<file path="src/rtl/fetch_ctrl.sv">
// Fetch-stage control: selects the next PC (redirect, deferred redirect or sequential)
// and holds the F->D pipeline register with stall/flush handling.
module fetch_ctrl #(
  parameter logic [31:0] INIT_PC = 32'h0000_3000,
  parameter logic [31:0] NOP     = 32'h0000_0000
) (
  input  logic        clk,
  input  logic        reset,
  input  logic [31:0] F_PC,
  input  logic [31:0] F_Instr,
  input  logic        stall,
  input  logic        flush,
  input  logic        redir_valid,
  input  logic [31:0] redir_target,
  output logic [31:0] NextPC,
  output logic        PC_WE,
  output logic [31:0] D_PC,
  output logic [31:0] D_Instr,
  output logic        D_valid,
  output logic        pend_valid,
  output logic        misalign
);

  logic [31:0] pend_target_r;
  logic        pend_valid_r;
  logic [31:0] d_pc_r;
  logic [31:0] d_instr_r;
  logic        d_valid_r;

  // Next-PC selection; a redirect during a stall is parked in the pending register instead.
  always_comb begin
    NextPC = F_PC + 32'd4;
    if (redir_valid && !stall) begin
      NextPC = redir_target;
    end else if (pend_valid_r && !stall) begin
      NextPC = pend_target_r;
    end else begin
      NextPC = F_PC + 32'd4;
    end
  end

  assign PC_WE    = ~stall;
  assign misalign = (F_PC[1:0] != 2'b00);

  // Deferred-redirect register: newest redirect wins, consumed on the first unstalled edge.
  always_ff @(posedge clk) begin
    if (reset) begin
      pend_valid_r  <= 1'b0;
      pend_target_r <= INIT_PC;
    end else if (redir_valid && stall) begin
      pend_valid_r  <= 1'b1;
      pend_target_r <= redir_target;
    end else if (!stall) begin
      pend_valid_r  <= 1'b0;
      pend_target_r <= pend_target_r;
    end else begin
      pend_valid_r  <= pend_valid_r;
      pend_target_r <= pend_target_r;
    end
  end

  // F->D pipeline register; flush injects a NOP even while stalled.
  always_ff @(posedge clk) begin
    if (reset) begin
      d_pc_r    <= INIT_PC;
      d_instr_r <= NOP;
      d_valid_r <= 1'b0;
    end else if (flush) begin
      d_pc_r    <= F_PC;
      d_instr_r <= NOP;
      d_valid_r <= 1'b0;
    end else if (!stall) begin
      d_pc_r    <= F_PC;
      d_instr_r <= F_Instr;
      d_valid_r <= 1'b1;
    end else begin
      d_pc_r    <= d_pc_r;
      d_instr_r <= d_instr_r;
      d_valid_r <= d_valid_r;
    end
  end

  assign D_PC       = d_pc_r;
  assign D_Instr    = d_instr_r;
  assign D_valid    = d_valid_r;
  assign pend_valid = pend_valid_r;

endmodule

</file>
<file path="config.mk">
export PLATFORM = sky130hd
export DESIGN_NAME = fetch_ctrl
export DESIGN_NICKNAME = d
export VERILOG_FILES = /design/src/rtl/fetch_ctrl.sv
export SDC_FILE = /design/constraint.sdc
export NUM_CORES = 1
export LEC_CHECK = 0
export BUFFER_PORTS_ARGS = -buffer_cell sky130_fd_sc_hd__buf_2
export CORE_MARGIN = 3
export CORE_UTILIZATION = 47
export DETAILED_ROUTE_END_ITERATION = 8
export GPL_TIMING_DRIVEN = 0
export PLACE_DENSITY = 0.82
export SYNTH_ARGS = -nofsm -noshare
export SYNTH_HDL_FRONTEND = slang
export SYNTH_SLANG_ARGS = --single-unit
</file>
<file path="constraint.sdc">
create_clock -name clk -period 1.8 [get_ports clk]
set_input_delay 0.18 -clock clk [delete_from_list [all_inputs] [get_ports clk]]
set_output_delay 0.18 -clock clk [all_outputs]
set_load 0.02 [all_outputs]
</file>
* Word level (Yosys, flattened, before mapping)
Index checks and enable logic that the tools add are counted.
** Storage, ports and cells
- Flip-flop bits (word level) :: 98
- Logic and storage cells :: 21
- Bits of input ports :: 101
** Cells by class
- Bitwise operators :: 1
- Muxes and demuxes :: 6
- Add/sub/neg operators :: 1
- Reductions and logical operators :: 6
- Equality and inequality tests :: 2
** Operator list (count)
- two-way mux 32 bit :: 4
- adder 32 x 3 -> 32 bit, second input constant :: 1
- inequality test 2 x 1 -> 1 bit, second input constant :: 2
- logical AND 1 bit :: 3
- two-way mux 1 bit :: 2
- nonzero test 2 bit :: 1
- OR reduction 2 bit :: 1
- logical NOT 1 bit :: 1
- inverter 1 bit :: 1

* Longest topological paths before layout
- Depth after elaboration :: 4
- Depth in mapped cells :: 7
- Mapped depth without buffers :: 6

* Least setup slack after synthesis
No wires, ideal clock.
- Path type :: register to output
- Start point :: reg pend_valid_r (netlist: pend_valid)
- End point :: out NextPC[5]
- Data arrival time :: 1724 ps
- Cell stages (with the launch flop) :: 6
- Required time :: 1620 ps
- Setup slack :: -104 ps
- Path through :: dfxtp_1 nor2b_1 clkbuf_1 clkbuf_1 a21oi_1 o21ai_0
** Between the ends
- Longest elaborated chain between the ends :: 3
** Ends and longest elaborated chain
- start: declaration :: RTL line 25 : logic pend_valid_r;
- start signal: assignment :: RTL line 57 : pend_valid_r <= pend_valid_r;
- logical AND 1 bit :: RTL line 35 : end else if (pend_valid_r && !stall) begin
- two-way mux 32 bit :: RTL line 35
- two-way mux 32 bit :: RTL line 33 : if (redir_valid && !stall) begin
- end: declaration :: RTL line 15 : output logic [31:0] NextPC,
No other way between the ends.

* Final worst setup path
- Start point :: in F_PC[14]
- End point :: out NextPC[26]
** Between the ends
- Longest elaborated chain between the ends :: 3
** Ends and longest elaborated chain
- start: declaration :: RTL line 9 : input logic [31:0] F_PC,
- adder 32 x 3 -> 32 bit :: RTL line 38 : NextPC = F_PC + 32'd4;
- two-way mux 32 bit :: RTL line 35
- two-way mux 32 bit :: RTL line 33
No other way between the ends.

==> results.py <==
metrics = {
    "finish": {
        "diodes": 0,
        "final_cell_mix": "buf_2 (164), nand2_1 (151), dfxtp_1 (97)",
        "area_growth_pct": 41.2,
        "fill_cells": 765,
        "fin_nets": 905,
        "fin_cells": 937,
        "layout_commonest_cell": "buf_2",
        "drive_gt1_frac": 0.355,
    },
    "logic_synthesis": {
        "synth-edff-count": 0,
        "synth.net_count": 687,
        "async_flop_share": 0,
        "synth-xor-area-share": 0.0523,
        "synth_top_family_by_area": "simple AND/OR/NAND/NOR gates",
        "netlist_area_um2": 4520,
        "synth_fa_ha_area_frac": 0.00277,
        "synth_compound_area_frac": 0.147,
        "yosys.area_share.simple": 0.254,
        "synth_ff_type": "dfxtp_1",
        "yosys-mux-area-fraction": 0.0708,
        "ys_types": 37,
        "avgSynthCellArea_um2": 7.73,
        "yosysWarnings": 0,
        "ys_ff_latch": 98,
        "synthCells": 585,
        "seq_area_frac_synth": 0.434,
    },
    "place": {
        "dp_cells": 914,
        "gp_congestion": 0.935,
        "dp_hpwl_um": 11500,
        "io_buffer_count": 200,
    },
    "setup_path": {
        "slowest_stage": "or4_4",
        "worstSetupStartpointType": "primary input",
        "cp_common_cell": "buf_4",
        "end_kind": "output pin",
        "crit_family": "simple AND/OR/NAND/NOR gates",
        "r2r-end": "pend_valid",
        "path_buf_inv": 3,
        "required_ps": 1620,
        "r2r_start": "pend_valid",
        "cp.arrival_ps": 1620,
        "rrSetupSlack_ps": 1060,
        "crit_type": "in -> out",
        "worst_r2r_path_depth": 2,
        "crit_chain": "buf_4 -> inv_1 -> or4_4 -> nor4_4 -> xnor2_1 -> o21ai_1 -> buf_4",
        "cp_slowest_stage_delay_ps": 620,
        "cp_max_fo": 6,
    },
    "cts": {
        "hold_buffers": 0,
        "htree_levels": 3,
        "worstSkewPairLatency_ps": 350,
        "cts.sinks": 98,
        "cts_root_buffer": "clkbuf_8",
        "cts_tree": "built",
        "path_clk_slew_ps": 100,
        "cts_buffers": 9,
        "cts.path.max_buffers": 2,
    },
    "power": {
        "ir_drop_mv": 0.560,
        "power_density_nw_per_um2": 776,
        "leakagePower_nw": 2.93,
        "total_power_mw": 4.95,
    },
    "global_routing": {
        "grt_pass1_vias": 4826,
        "grt_use_total": 0.266,
        "overflow": 0,
        "grt_max_degree": 17,
        "grt_pass1_wl_um": 23600,
        "antenna_found_initial": 0,
    },
    "hold_path": {
        "min_from": "F_Instr[31]",
        "holdPathEnd": "D_Instr[31]",
        "hp-class": "in -> reg",
        "holdPathStages": 3,
    },
    "run_status": {
        "status": "finished, violations left",
        "violations": "setup timing",
    },
    "routing": {
        "routed-via-count": 4954,
        "drt_iter0_drc": 319,
        "firstDrtPassIters": 6,
        "ant_nets": 0,
        "wl_um": 15000,
        "vias_per_cell": 5.29,
        "drc_errors": 0,
        "wl_per_cell_um": 16.0,
    },
    "floorplan": {
        "core_area_um2": 9280,
        "die_w_um": 104,
        "row_count": 35,
        "ios": 201,
        "dieArea_um2": 10800,
        "dieHeight_um": 104,
        "initial_core_util": 0.487,
    },
    "timing": {
        "relSlewSlack": 0.650,
        "setup_slack_ps": -2.56,
        "finalHoldViolCount": 0,
        "max_freq_ghz": 0.555,
        "rsz0062_at_grt": "yes",
        "min_period_over_period": 1.00,
        "final_max_slew_viol_count": 0,
        "skew_ps": 0,
        "worst_slew_pin_slew_ps": 525,
        "period_minus_slack_ps": 1800,
        "setup-violations-final": 1,
    },
    "flow_run": {
        "maxCapViolations": 0,
    },
}
repair_timing:
| action | CTS | global route |
|---|---|---|
| pin swaps | 16 | 19 |
| gates resized for setup | 67 | 62 |
| endpoints found under the setup margin | 31 | 32 |
| buffers inserted | 7 | 2 |
tightest hold or removal path, stage by stage:
cell     delay (ps)
buf_2            80
mux2i_1          50
nor2_1           70
metal layers:
metal  part of all wire  vias up  wire length, um  global-route usage
li1                   -     2394                -                   -
met1               0.39     2251             5790               0.316
met2               0.49      267             7350               0.448
met3              0.091       42             1370              0.0795
met4              0.032        0              479               0.112
met5                  0        -                0                   0
flip-flops by register name, indices dropped and copies added (netlist names):
signal / flops
pend_valid: 1
pend_target_r: 32
D_valid: 1
D_PC: 32
D_Instr: 32
metrics by stage:
step / area (um2) / hold WS (ps) / TNS [ps] / utilization / worst slack, ps
2_1_floorplan: 4540 / 304 / 0 / - / 0.841
3_3_place_gp: 5710 / 408 / -2420 / 0.615 / -236
3_5_place_dp: 5710 / 416 / -3170 / 0.615 / -301
4_1_cts: 6200 / 46.0 / -18.9 / 0.668 / -18.9
5_1_grt: 6390 / 32.1 / -559 / 0.688 / -122
6_report: 6390 / 55.8 / -2.56 / 0.688 / -2.56
logic make-up (layout without fill, tap and decap cells):
family          Yosys count  count (layout)
fa+ha+maj                 1               1
mux                      32              32
compound gates          123             123
buf+inv                  45             268
simple gates            259             259
flops                    98              98
xor+xnor                 27              27
layout make-up:
cell class	instances	area (um2)	area share
clock inverters	6	87.6	0.0137
well taps	129	161	0.0253
flip-flops and latches	98	1970	0.308
plain buffers	37	194	0.0304
repair buffers	209	1210	0.189
multi-input cells	442	2620	0.410
clock buffers	10	128	0.0200
inverters	6	22.5	0.00353
worst max-delay path by stage:
stage,start,end,slack (ps),depth (start not counted)
6_report,F_PC[14],NextPC[26],-3,7
5_1_grt,F_PC[2],NextPC[26],-120,8
4_1_cts,F_PC[2],NextPC[26],-20,8
3_5_place_dp,F_PC[2],NextPC[22],-300,9
3_3_place_gp,F_PC[2],NextPC[22],-240,9
2_1_floorplan,pend_valid,NextPC[2],0.8,5
synthesized netlist by cell type (2+ instances only):
library cell / number / area [um2]
nor3_2: 4 / 40.0
buf_2: 3 / 15.0
o21ai_0: 17 / 85.1
and2_1: 2 / 12.5
nor3_1: 2 / 10.0
nand3b_1: 4 / 30.0
or2_2: 2 / 12.5
xor2_1: 10 / 87.6
a31oi_1: 4 / 25.0
a21oi_1: 75 / 375
mux2i_1: 32 / 320
nand2_1: 155 / 582
o22ai_1: 10 / 62.6
nand3_1: 13 / 65.1
nor4_1: 2 / 12.5
xnor2_1: 17 / 149
nand4_1: 6 / 37.5
o21ai_1: 5 / 25.0
clkbuf_1: 33 / 124
nor2_1: 57 / 214
dfxtp_1: 98 / 1960
inv_1: 6 / 22.5
nor4_4: 2 / 42.5
nor2b_1: 2 / 12.5
a22oi_1: 11 / 82.6
and4_1: 2 / 17.5
power by group:
| part | internal, mW | switching, mW | leakage (nW) |
|---|---|---|---|
| Combinational | 0.423 | 0.647 | 2.01 |
| Sequential | 2.27 | 0.0574 | 0.805 |
| Clock | 0.790 | 0.766 | 0.111 |
| Total | 3.48 | 1.47 | 2.93 |
No activity file was read; power rests on OpenSTA's default activity.
